## config.mk

```make
export PLATFORM = sky130hd
export DESIGN_NAME = usermem_arbiter_flat
export DESIGN_NICKNAME = d
export VERILOG_FILES = /design/src/rtl/usermem_arbiter_pkg.sv /design/src/rtl/usermem_arbiter_if.sv /design/src/rtl/usermem_arbiter_rr_arb2.sv /design/src/rtl/usermem_arbiter.sv /design/src/flat_wrapper.sv
export SDC_FILE = /design/constraint.sdc
export NUM_CORES = 1
export LEC_CHECK = 0
export BUFFER_PORTS_ARGS = -buffer_cell sky130_fd_sc_hd__buf_2
export CORE_MARGIN = 4
export CORE_UTILIZATION = 46
export DETAILED_ROUTE_END_ITERATION = 8
export GPL_TIMING_DRIVEN = 0
export HOLD_SLACK_MARGIN = 0.02
export PLACE_DENSITY = 0.8
export SLEW_MARGIN = 15
export SYNTH_ARGS = -nofsm -noshare
export SYNTH_HDL_FRONTEND = slang
export SYNTH_SLANG_ARGS = --single-unit
```

## constraint.sdc

```tcl
create_clock -name clk -period 2 [get_ports clk]
set_input_delay 0.1 -clock clk [delete_from_list [all_inputs] [get_ports clk]]
set_output_delay 0.1 -clock clk [all_outputs]
set_load 0.02 [all_outputs]
```

## src/rtl/usermem_arbiter_pkg.sv

```systemverilog
// Shared types and constants for the user-memory arbiter: FSM encoding, port ids, bus widths.
// Also provides a helper that extracts one port's byte from a packed {port1, port0} bus.
package usermem_pkg;

  localparam int ADDR_W = 8;
  localparam int DATA_W = 8;
  localparam int NPORT  = 2;
  localparam int LAT_W  = 2;

  localparam logic PORT_DMA = 1'b0;
  localparam logic PORT_DBG = 1'b1;

  typedef enum logic [1:0] {
    IDLE   = 2'd0,
    ISSUE  = 2'd1,
    RDWAIT = 2'd2
  } state_t;

  typedef struct packed {
    logic              id;
    logic              rw;
    logic [ADDR_W-1:0] addr;
    logic [DATA_W-1:0] wdata;
  } slot_t;

  function automatic logic [DATA_W-1:0] port_field(input logic [NPORT*DATA_W-1:0] v,
                                                   input logic                     id);
    return id ? v[2*DATA_W-1:DATA_W] : v[DATA_W-1:0];
  endfunction

endpackage

```

## src/rtl/usermem_arbiter_if.sv

```systemverilog
// Bus bundle between control unit, secondary requesters, arbiter and user memory macro.
// The slave modport is the arbiter's view; master is the surrounding system's view.
interface usermem_arbiter_if;
  import usermem_pkg::*;

  logic                    cpu_req;
  logic                    cpu_rw;
  logic [ADDR_W-1:0]       cpu_addr;
  logic [DATA_W-1:0]       cpu_wdata;
  logic [DATA_W-1:0]       cpu_rdata;

  logic [NPORT-1:0]        p_req;
  logic [NPORT-1:0]        p_rw;
  logic [NPORT*ADDR_W-1:0] p_addr;
  logic [NPORT*DATA_W-1:0] p_wdata;
  logic [NPORT-1:0]        p_gnt;
  logic [NPORT-1:0]        p_rvalid;
  logic [DATA_W-1:0]       p_rdata;

  logic                    mem_rw;
  logic [ADDR_W-1:0]       mem_addr;
  logic [DATA_W-1:0]       mem_wdata;
  logic [DATA_W-1:0]       mem_rdata;

  logic                    busy;
  logic                    starve;

  modport slave (
    input  cpu_req, cpu_rw, cpu_addr, cpu_wdata,
    output cpu_rdata,
    input  p_req, p_rw, p_addr, p_wdata,
    output p_gnt, p_rvalid, p_rdata,
    output mem_rw, mem_addr, mem_wdata,
    input  mem_rdata,
    output busy, starve
  );

  modport master (
    output cpu_req, cpu_rw, cpu_addr, cpu_wdata,
    input  cpu_rdata,
    output p_req, p_rw, p_addr, p_wdata,
    input  p_gnt, p_rvalid, p_rdata,
    input  mem_rw, mem_addr, mem_wdata,
    output mem_rdata,
    input  busy, starve
  );

endinterface

```

## src/rtl/usermem_arbiter_rr_arb2.sv

```systemverilog
// Combinational two-input round-robin picker: on contention the port that did not win last goes next.
// Zero latency; no state of its own, the caller keeps the last-winner register.
module rr_arb2
  import usermem_pkg::*;
(
  input  logic [NPORT-1:0] req,
  input  logic             last,
  output logic             id,
  output logic             valid
);

  always_comb begin
    valid = |req;
    id    = PORT_DMA;
    if (&req) begin
      id = ~last;
    end else if (req[PORT_DBG]) begin
      id = PORT_DBG;
    end
  end

endmodule

```

## src/rtl/usermem_arbiter.sv

```systemverilog
// Shares the user memory: CPU passes through combinationally with absolute priority, DMA/debug are round-robin.
// Secondary grant 1 cycle after request when the CPU is idle, read data MEM_LAT+1 cycles after grant; CPU traffic stalls the slot.
module usermem_arbiter
  import usermem_pkg::*;
#(
  parameter int MEM_LAT      = 1,
  parameter int STARVE_LIMIT = 15
) (
  input  logic             clk,
  input  logic             reset,
  usermem_arbiter_if.slave bus
);

  localparam int               CNT_W     = $clog2(STARVE_LIMIT + 1);
  localparam logic [CNT_W-1:0] CNT_MAX   = CNT_W'(STARVE_LIMIT);
  localparam logic [LAT_W-1:0] LAT_LOAD  = LAT_W'(MEM_LAT - 1);

  state_t            r_state;
  slot_t             r_slot;
  logic              r_rr_last;
  logic [LAT_W-1:0]  r_lat_cnt;
  logic [CNT_W-1:0]  r_starve_cnt;
  logic              r_starve;
  logic [DATA_W-1:0] r_p_rdata;
  logic [NPORT-1:0]  r_p_rvalid;

  logic              w_win_id;
  logic              w_win_vld;
  logic              w_issue;

  rr_arb2 u_rr_arb2 (
    .req   (bus.p_req),
    .last  (r_rr_last),
    .id    (w_win_id),
    .valid (w_win_vld)
  );

  // The slot only reaches the bus in a cycle the CPU leaves free.
  assign w_issue = (r_state == ISSUE) && !bus.cpu_req;

  always_comb begin
    bus.mem_rw    = 1'b0;
    bus.mem_addr  = '0;
    bus.mem_wdata = '0;
    if (bus.cpu_req) begin
      bus.mem_rw    = bus.cpu_rw;
      bus.mem_addr  = bus.cpu_addr;
      bus.mem_wdata = bus.cpu_wdata;
    end else if (r_state == ISSUE) begin
      bus.mem_rw    = r_slot.rw;
      bus.mem_addr  = r_slot.addr;
      bus.mem_wdata = r_slot.wdata;
    end
  end

  assign bus.cpu_rdata = bus.mem_rdata;
  assign bus.p_gnt     = {w_issue & r_slot.id, w_issue & ~r_slot.id};
  assign bus.p_rvalid  = r_p_rvalid;
  assign bus.p_rdata   = r_p_rdata;
  assign bus.busy      = (r_state != IDLE);
  assign bus.starve    = r_starve;

  always_ff @(posedge clk or negedge reset) begin
    if (!reset) begin
      r_state      <= IDLE;
      r_slot       <= '0;
      r_rr_last    <= 1'b1;
      r_lat_cnt    <= '0;
      r_starve_cnt <= '0;
      r_starve     <= 1'b0;
      r_p_rdata    <= '0;
      r_p_rvalid   <= '0;
    end else begin
      r_p_rvalid <= '0;
      if (r_starve_cnt == CNT_MAX) begin
        r_starve <= 1'b1;
      end
      case (r_state)
        IDLE: begin
          if (w_win_vld) begin
            r_slot  <= '{id:    w_win_id,
                         rw:    bus.p_rw[w_win_id],
                         addr:  port_field(bus.p_addr, w_win_id),
                         wdata: port_field(bus.p_wdata, w_win_id)};
            r_state <= ISSUE;
          end
        end
        ISSUE: begin
          if (bus.cpu_req) begin
            if (r_starve_cnt != CNT_MAX) begin
              r_starve_cnt <= r_starve_cnt + 1'b1;
            end
          end else begin
            r_starve_cnt <= '0;
            r_rr_last    <= r_slot.id;
            if (r_slot.rw) begin
              r_state <= IDLE;
            end else begin
              r_lat_cnt <= LAT_LOAD;
              r_state   <= RDWAIT;
            end
          end
        end
        RDWAIT: begin
          // The memory pipeline delivers this slot's data at a fixed offset even if the CPU used the bus meanwhile.
          if (r_lat_cnt == '0) begin
            r_p_rdata  <= bus.mem_rdata;
            r_p_rvalid <= {r_slot.id, ~r_slot.id};
            r_state    <= IDLE;
          end else begin
            r_lat_cnt <= r_lat_cnt - 1'b1;
          end
        end
        default: r_state <= IDLE;
      endcase
    end
  end

endmodule

```

## src/flat_wrapper.sv

```systemverilog
// flat-port wrapper written by rule: the top's interface ports become plain ports
module usermem_arbiter_flat import usermem_pkg::*;
#(
  parameter int MEM_LAT      = 1,
  parameter int STARVE_LIMIT = 15
)
  (clk, reset, bus_cpu_req, bus_cpu_rw, bus_cpu_addr, bus_cpu_wdata, bus_cpu_rdata, bus_p_req, bus_p_rw, bus_p_addr, bus_p_wdata, bus_p_gnt, bus_p_rvalid, bus_p_rdata, bus_mem_rw, bus_mem_addr, bus_mem_wdata, bus_mem_rdata, bus_busy, bus_starve);
  usermem_arbiter_if bus_i ();
  input  logic clk;
  input  logic reset;
  input wire logic [$bits(bus_i.cpu_req)-1:0] bus_cpu_req;
  input wire logic [$bits(bus_i.cpu_rw)-1:0] bus_cpu_rw;
  input wire logic [$bits(bus_i.cpu_addr)-1:0] bus_cpu_addr;
  input wire logic [$bits(bus_i.cpu_wdata)-1:0] bus_cpu_wdata;
  output wire logic [$bits(bus_i.cpu_rdata)-1:0] bus_cpu_rdata;
  input wire logic [$bits(bus_i.p_req)-1:0] bus_p_req;
  input wire logic [$bits(bus_i.p_rw)-1:0] bus_p_rw;
  input wire logic [$bits(bus_i.p_addr)-1:0] bus_p_addr;
  input wire logic [$bits(bus_i.p_wdata)-1:0] bus_p_wdata;
  output wire logic [$bits(bus_i.p_gnt)-1:0] bus_p_gnt;
  output wire logic [$bits(bus_i.p_rvalid)-1:0] bus_p_rvalid;
  output wire logic [$bits(bus_i.p_rdata)-1:0] bus_p_rdata;
  output wire logic [$bits(bus_i.mem_rw)-1:0] bus_mem_rw;
  output wire logic [$bits(bus_i.mem_addr)-1:0] bus_mem_addr;
  output wire logic [$bits(bus_i.mem_wdata)-1:0] bus_mem_wdata;
  input wire logic [$bits(bus_i.mem_rdata)-1:0] bus_mem_rdata;
  output wire logic [$bits(bus_i.busy)-1:0] bus_busy;
  output wire logic [$bits(bus_i.starve)-1:0] bus_starve;
  assign bus_i.cpu_req = bus_cpu_req;
  assign bus_i.cpu_rw = bus_cpu_rw;
  assign bus_i.cpu_addr = bus_cpu_addr;
  assign bus_i.cpu_wdata = bus_cpu_wdata;
  assign bus_cpu_rdata = bus_i.cpu_rdata;
  assign bus_i.p_req = bus_p_req;
  assign bus_i.p_rw = bus_p_rw;
  assign bus_i.p_addr = bus_p_addr;
  assign bus_i.p_wdata = bus_p_wdata;
  assign bus_p_gnt = bus_i.p_gnt;
  assign bus_p_rvalid = bus_i.p_rvalid;
  assign bus_p_rdata = bus_i.p_rdata;
  assign bus_mem_rw = bus_i.mem_rw;
  assign bus_mem_addr = bus_i.mem_addr;
  assign bus_mem_wdata = bus_i.mem_wdata;
  assign bus_i.mem_rdata = bus_mem_rdata;
  assign bus_busy = bus_i.busy;
  assign bus_starve = bus_i.starve;
  usermem_arbiter #(.MEM_LAT(MEM_LAT), .STARVE_LIMIT(STARVE_LIMIT)) u_core (.clk(clk), .reset(reset), .bus(bus_i));
endmodule
```

==> results of run 1 <==
-- critical path: stages, from the launching register on --
cell and delay [ns]:
dfrtp_1 0.41, nor2b_2 0.24, clkbuf_2 0.27, nand2_1 0.10
o21ai_0 0.16, buf_2 0.19
-- synth_stat cells, types with 3 or more instances --
cell	count
ha_1	3
o21ai_0	19
mux2_4	9
inv_1	5
buf_4	8
nor2_1	5
dfrtp_1	37
clkbuf_1	7
mux2_2	34
nand2_1	42
-- logic make-up after synthesis --
family | count (synthesis) | synth area share (%)
and+or+nand+nor | 62 | 13.0
buffers and inverters | 23 | 6.53
muxes | 43 | 24.8
adders and majority gates | 3 | 1.80
DFF | 38 | 45.6
AOI/OAI and AO/OA | 29 | 8.27
-- registers in the layout (all words and copies together), names as in the netlist --
register and cells:
u_core.r_state 2, u_core.bus.p_rdata 8, u_core.bus.p_rvalid 2, u_core.bus.starve 1
u_core.r_rr_last 1, u_core.r_lat_cnt 2, u_core.r_starve_cnt 4, u_core.r_slot 18
-- final timing paths --
kind                                          startpoint                                 to  slack (ns)  cells after the start
setup reg to reg            u_core.r_rr_last$_DFFE_PN1N_      u_core.r_slot[12]$_DFFE_PN0P_        0.34                      5
hold / removal                          bus_mem_rdata[0]  u_core.bus.p_rdata[0]$_DFFE_PN0P_        0.05                      2
hold reg to reg            u_core.bus.starve$_DFFE_PN0N_      u_core.bus.starve$_DFFE_PN0N_        0.47                      1
min in group asynchronous                          reset  u_core.bus.p_rdata[4]$_DFFE_PN0P_        0.46                      2
setup / recovery           u_core.r_state[0]$_DFFE_PN0P_                    bus_mem_addr[0]        0.24                      5
max in group asynchronous                          reset       u_core.r_slot[9]$_DFFE_PN0P_        1.02                      2
-- metal layers --
metal,vias up,routed length (um),GRT usage (%)
li1,889,-,-
met1,843,1870,21.3
met2,62,2470,31.2
met3,7,391,5.01
met4,0,85,7.96
met5,-,0,0
-- area by class of cell --
type / instances / area [sq um] / share of cell area, %
buffer: 18 / 120 / 4.34
clock buffer: 7 / 86.3 / 3.12
clock inverter: 1 / 5.00 / 0.181
inverter: 5 / 18.8 / 0.679
multi-input combinational: 137 / 1000 / 36.2
sequential: 38 / 952 / 34.4
tap: 52 / 65.1 / 2.35
timing repair buffer: 102 / 515 / 18.6
-- stage by stage --
stage / hold slack, ns / total power [mW] / util, % / worst slack, ns / instance area (sq um)
3_5_place_dp: 0.244 / 2.86 / 60.6 / 0.284 / 2660
2_1_floorplan: -0.196 / 2.37 / - / 0.446 / 2090
5_1_grt: 0.0532 / 3.60 / 63.1 / 0.0869 / 2770
3_3_place_gp: 0.252 / 2.81 / 60.6 / 0.342 / 2660
4_1_cts: 0.0429 / 3.40 / 63.0 / 0.00261 / 2760
6_report: 0.0512 / 3.37 / 63.1 / 0.240 / 2770
-- cell usage in the layout (no fill, tap or decap), drive strengths merged, types with 2 or more instances in the layout --
master and count:
a22o 2, nor2b 2, dfrtp 37, mux2 43
nand3 2, nor3 2, clkbuf 14, nand2 42
nand2b 2, o21ai 20, ha 3, o211ai 2
nor2 5, inv 5, a21oi 2, buf 112
-- power by group through the flow --
stage | clock network [mW] | logic [mW] | registers (mW)
after floorplan | 0 | 0.981 | 1.39
after global placement | 0 | 1.51 | 1.30
after detailed placement | 0 | 1.54 | 1.32
after CTS | 0.552 | 1.55 | 1.30
after global routing | 0.579 | 1.68 | 1.35
final | 0.539 | 1.53 | 1.30
-- repair_timing --
item | in CTS | in global routing
hold endpoints to repair | 37 | 0
endpoints found under the setup margin | 1 | 10
gates resized for setup | 1 | 3
hold buffers | 1 | 0
buffers inserted | 0 | 0
==> summary.txt, run 1 <==
Clocking
  – Register clock-pin slew on the reported worst setup and hold paths: 0.07 ns
  – Clk sink count: 38
  – TritonCTS buffer count: 5
  – Clock Root Buffer: clkbuf_8
  – Clk_lat worst skew: ~0.29 ns
  – Clock buffer depth: 2
  – CTS tree: built
  – H-tree depth: 2

Synth
  – Seq/Total Area, Yosys: between 40% and 50%
  – Post-synth top flop: dfrtp_1
  – Synthesized cell area: ~2100 sq um
  – Mapped Nets: between 200 and 300
  – Post-synth top area share: between 40% and 50%
  – Cell count after synthesis: 198
  – Post-synth ARST share: between 90% and 100%
  – Yosys warns: 0
  – Largest cells by area after synthesis: dfrtp_1 44%, mux2_2 18%, nand2_1 7.5%
  – Leading area contributor after synthesis: dfrtp_1
  – Post-synth EDFFs: 0
  – Synthesized flop and latch total: 38
  – Syn avg cell area: approximately 11 sq um
  – Post-synth cell types: 32

Timing
  – Actual slew at the worst max-slew pin: 0.829 ns
  – Fin crit period: 1.76 ns
  – Setup violations, final: 0
  – Post-route setup TNS: 0 ns
  – RSZ-0062 raised after global routing: false
  – Final hold violation count: 0
  – Crit share post-route: between 80 and 90%
  – Fin. max-slew vios: 0
  – Setup Skew: 0.00375 ns
  – Max Clk Rate: 568 MHz
  – Max transition margin: 44.7%

Drt
  – DRT iter0 DRCs: 100
  – Routed via count: around 1.8k
  – DRC viols: 0
  – Wire per inst: around 13 um
  – Post-route ant nets: 0
  – Vias per std cell: approximately 5.0
  – Drt pass-1 iters: 4
  – WL final: a little under 5 mm

Hold path
  – Hold Path Class: in -> reg

Cells and area
  – Fraction of final layout cells sized beyond drive strength 1: between 50% and 60%
  – Final net count: roughly 370
  – Filler Cells Inserted: about 360
  – Area Overhead vs Synth: 32.4%
  – Antenna Cells: 0
  – Finished Layout Cells: 360

Pwr
  – Power per standard cell area: 1220 nW/um^2
  – Share of power burned in registers: approximately 39%
  – Logic pwr share: 45.4%
  – Leakage power: 1.42 nW
  – Net switching power: ~1.3 mW
  – Clk network pwr share: 16.0%
  – Net Sw Frac: 37.7%
  – Internal power: 2.10 mW
  – Worst vdd ir: approximately 670 uV

Placement
  – Hpwl dp: between 3 and 4 mm
  – Placed cells: between 300 and 400
  – IO buf count: ~100
  – Routability cong.: 0.771

Die
  – Die Area: about 5700 sq um
  – Die H: 75.4 um
  – Initial Util: 47.6%
  – Cell row count: 24
  – I/O pin count: between 100 and 150
  – CORE AREA: around 4400 sq um
  – Die width: 75.4 um

Outcome
  – Status: finished, final reports clean

Critical path
  – Critical path class: reg -> out
  – Worst Path Required: 1.90 ns
  – Worst EP arrival: approximately 1.7 ns
  – Crit start category: flop
  – CP Capture Type: output port
  – Crit-path max FO: 10

Flow run
  – MaxCap Viol Count: 0

Global route
  – First-pass GRT wire length: 7.80 mm
  – Initial antenna violation count: 0
  – GRT overflow: 0
  – Vias in the first global route: ~1.8k
  – GRT Overall Usage: roughly 18%
  – Largest net degree at the start of global routing: 39
No activity file was read; power rests on OpenSTA's default activity.
==> run 2, diff against run 1 <==
--- a/config.mk
+++ b/config.mk
@@ -6,8 +6,8 @@
 export NUM_CORES = 1
 export LEC_CHECK = 0
 export BUFFER_PORTS_ARGS = -buffer_cell sky130_fd_sc_hd__buf_2
-export CORE_MARGIN = 4
-export CORE_UTILIZATION = 46
+export CORE_MARGIN = 5
+export CORE_UTILIZATION = 45
 export DETAILED_ROUTE_END_ITERATION = 8
 export GPL_TIMING_DRIVEN = 0
 export HOLD_SLACK_MARGIN = 0.02
@@ -15,4 +15,5 @@
 export SLEW_MARGIN = 15
 export SYNTH_ARGS = -nofsm -noshare
 export SYNTH_HDL_FRONTEND = slang
+export SYNTH_HIERARCHICAL = 1
 export SYNTH_SLANG_ARGS = --single-unit
==> run 2 against run 1 <==
  * Sequential cell count is the same
  * Via count shrank 3.6%
  * Clock-buffer cell count shrank 2
  * Worst setup slack lost 0.0017 ns
  * Sequential power is essentially flat
  * Power grew 2.6%
  * Highest routed layer unchanged
  * Die area grew 2.2%
  * Clock skew grew 0.0013 ns
  * Critical endpoint is now bus_mem_addr[3]
  * Synthesized cell count shrank 9.6%
  * Non-clock buffer count grew 5
==> summary.txt, run 2 <==
Synth
  – Cell count after synthesis: 179 (was 198)
  – Post-synth top area share: 46.9% (was 44.3%)
  – Post-synth cell types: 35 (was 32)
  – Syn avg cell area: 11.0 sq um (was 10.5 sq um)
  – Post-synth top flop: dfrtp_1 (unchanged)
  – Synthesized flop and latch total: 38 (unchanged)
  – Leading area contributor after synthesis: dfrtp_1 (unchanged)
  – Post-synth EDFFs: 0 (unchanged)
  – Mapped Nets: 246 (was 265)
  – Post-synth ARST share: 100% (unchanged)
  – Commonest cells in the netlist: 37 x dfrtp_1, 20 x nor2_1, 19 x mux2i_1 (was 42 x nand2_1, 37 x dfrtp_1, 34 x mux2_2)
  – Largest cells by area after synthesis: dfrtp_1 47%, mux2i_1 9.6%, a22o_1 7.5% (was dfrtp_1 44%, mux2_2 18%, nand2_1 7.5%)
  – Leading cell type by number of instances after synthesis: dfrtp_1 (was nand2_1)
  – Seq/Total Area, Yosys: 48.3% (was 45.6%)
  – Synthesized cell area: 1970 sq um (was 2090 sq um)
  – Yosys warns: 6 (was 0)

Pwr
  – Share of power burned in registers: 37.4% (was 38.7%)
  – Tot Pwr: 3.46 mW (was 3.37 mW)
  – Leakage power: 1.40 nW (was 1.42 nW)
  – Worst vdd ir: 564 uV (was 673 uV)
  – Internal power: 2.14 mW (was 2.10 mW)
  – Power per standard cell area: 1290 nW/um^2 (was 1220 nW/um^2)
  – Net Sw Frac: 38.1% (was 37.7%)
  – Clk network pwr share: 18.2% (was 16.0%)
  – Net switching power: 1.32 mW (was 1.27 mW)
  – Logic pwr share: 44.4% (was 45.4%)

Critical path
  – Crit start category: flop (unchanged)
  – Crit-path max FO: 10 (unchanged)
  – CP Capture Type: output port (unchanged)
  – Worst Path Required: 1.90 ns (about the same)
  – Worst EP arrival: 1.66 ns (about the same)
  – Cells on worst reg2reg path: 5 (unchanged)
  – Critical path class: reg -> out (unchanged)
  – R2R Setup Slk: 0.44 ns (was 0.34 ns)

Timing
  – Fin. max-slew vios: 0 (unchanged)
  – Final hold violation count: 0 (unchanged)
  – Post-route setup TNS: 0 ns (unchanged)
  – Hold_ws: 0.0632 ns (was 0.0512 ns)
  – Fin crit period: 1.76 ns (about the same)
  – Setup Skew: 0.00507 ns (was 0.00375 ns)
  – Crit share post-route: 88.1% (was 88.0%)
  – RSZ-0062 raised after global routing: false (unchanged)
  – Max transition margin: 44.4% (was 44.7%)
  – Max Clk Rate: 568 MHz (about the same)
  – Setup violations, final: 0 (unchanged)
  – Final WS setup: 0.239 ns (was 0.240 ns)
  – Actual slew at the worst max-slew pin: 0.834 ns (was 0.829 ns)

Hold path
  – WHS Path Cells: 2 (unchanged)
  – Hold Path Class: in -> reg (unchanged)

Die
  – Cell row count: 24 (unchanged)
  – I/O pin count: 103 (unchanged)
  – Die Area: 5810 sq um (was 5680 sq um)
  – Die H: 76.2 um (was 75.4 um)
  – Die width: 76.2 um (was 75.4 um)
  – Initial Util: 45.9% (was 47.6%)
  – CORE AREA: 4290 sq um (was 4380 sq um)

Clocking
  – TritonCTS buffer count: 5 (unchanged)
  – Clock buffer depth: 2 (unchanged)
  – Clk_lat worst skew: 0.28 ns (was 0.29 ns)
  – Clk sink count: 38 (unchanged)
  – CTS tree: built (unchanged)
  – Register clock-pin slew on the reported worst setup and hold paths: 0.08 ns (was 0.07 ns)
  – Clock Root Buffer: clkbuf_8 (unchanged)
  – H-tree depth: 2 (unchanged)

Cells and area
  – Most frequent cells in the layout: 106 x buf_2, 37 x dfrtp_1, 20 x nor2_1 (was 102 x buf_2, 42 x nand2_1, 37 x dfrtp_1)
  – Largest register by flop count: u_core/r_slot (was u_core.r_slot)
  – Commonest non-fill, non-tap cell in the layout: buf_2 (unchanged)
  – Final net count: 359 (was 374)
  – Filler Cells Inserted: 374 (was 356)
  – Max reg flops: 18 (unchanged)
  – Multi-input gate area: 873 sq um (was 1000 sq um)
  – Area Overhead vs Synth: 36.3% (was 32.4%)
  – Flip-flop and latch area: 952 sq um (unchanged)
  – Antenna Cells: 0 (unchanged)
  – Fraction of final layout cells sized beyond drive strength 1: 49.5% (was 54.2%)

Outcome
  – Status: finished, final reports clean (unchanged)

Placement
  – Hpwl dp: 3.66 mm (was 3.75 mm)
  – IO buf count: 102 (was 101)
  – Worst slack, placed: 0.344 ns (was 0.284 ns)
  – Routability cong.: 0.722 (was 0.771)

Global route
  – Initial antenna violation count: 0 (unchanged)
  – GRT Overall Usage: 16.7% (was 18.2%)
  – Largest net degree at the start of global routing: 39 (unchanged)
  – Vias in the first global route: 1769 (was 1774)
  – First-pass GRT wire length: 8.04 mm (was 7.80 mm)
  – GRT overflow: 0 (unchanged)

Drt
  – Vias per std cell: 5.03 (was 5.00)
  – Post-route ant nets: 0 (unchanged)
  – Wire per inst: 13.8 um (was 13.4 um)
  – WL final: 4.76 mm (was 4.82 mm)
  – DRC viols: 0 (unchanged)
  – Drt pass-1 iters: 4 (unchanged)
  – Routed via count: 1736 (was 1801)
  – DRT iter0 DRCs: 66 (was 100)

Flow run
  – MaxCap Viol Count: 0 (unchanged)
run 2: cell types whose count changed after synthesis, sizes merged, moves of 3 or more:
cell / change
nand2: -36
mux2: -34
mux2i: +19
o21ai: -18
a21oi: +15
a22o: +15
nor2: +15
buf: +6
clkbuf: -5
o22ai: +3
run 2: stage by stage:
step           util (%)  instance area [sq um]  cells
2_1_floorplan         -                   1970    179
3_3_place_gp       59.4                   2550    333
3_5_place_dp       59.4                   2550    333
4_1_cts            62.1                   2670    342
5_1_grt            62.6                   2690    345
6_report           62.6                   2690    345
run 2: final timing paths:
path	startpoint	end
worst min-delay path	bus_mem_rdata[7]	u_core/bus.p_rdata[7]$_DFFE_PN0P_
max in group asynchronous	reset	u_core/bus.p_rdata[4]$_DFFE_PN0P_
min in group asynchronous	reset	u_core/r_slot[13]$_DFFE_PN0P_
worst min register to register	u_core/bus.starve$_DFFE_PN0N_	u_core/bus.starve$_DFFE_PN0N_
worst max-delay path	u_core/r_state[0]$_DFFE_PN0P_	bus_mem_addr[3]
worst max register to register	u_core/r_rr_last$_DFFE_PN1N_	u_core/r_slot[6]$_DFFE_PN0P_
run 2: area by class of cell:
type | instances | area share [%]
inverters | 4 | 0.558
plain buffers | 19 | 4.93
repair buffers | 106 | 20.2
well taps | 52 | 2.42
clock buffers | 5 | 2.56
multi-input cells | 118 | 32.5
clock inverters | 3 | 1.49
flip-flops and latches | 38 | 35.4
run 2: power groups by stage:
stage,sequential [mW],combinational (mW),clock (mW)
2_1_floorplan,1.37,0.969,0
3_3_place_gp,1.29,1.48,0
3_5_place_dp,1.31,1.52,0
4_1_cts,1.30,1.53,0.645
5_1_grt,1.35,1.69,0.675
6_report,1.30,1.54,0.630
run 2: logic make-up after synthesis:
logic type	count (synthesis)	synth area share (%)
simple gates	41	11.4
compound gates	45	15.7
flops	38	48.3
xor+xnor	1	0.444
fa+ha+maj	3	1.90
buf+inv	23	7.48
mux	28	14.8
run 2: repair_timing:
action	4_1_cts	5_1_grt
endpoints found under the hold margin	37	0
endpoints found under the setup margin	0	10
setup buffers	0	3
hold buffers	1	0
resized for setup	0	0
run 2: metal layers:
| layer | part of all wire (%) | vias to the layer above | GRT usage [%] |
|---|---|---|---|
| met3 | 9.6 | 6 | 5.67 |
| met5 | 0 | - | 0 |
| met1 | 41 | 800 | 20.6 |
| met2 | 48 | 71 | 27.1 |
| met4 | 1.7 | 0 | 5.77 |
| li1 | - | 859 | - |
run 2: worst max-delay path, stage by stage (launching register included):
cell	delay, ns
dfrtp_1	0.32
buf_4	0.16
nor3b_4	0.32
buf_4	0.26
a22o_1	0.14
buf_2	0.16
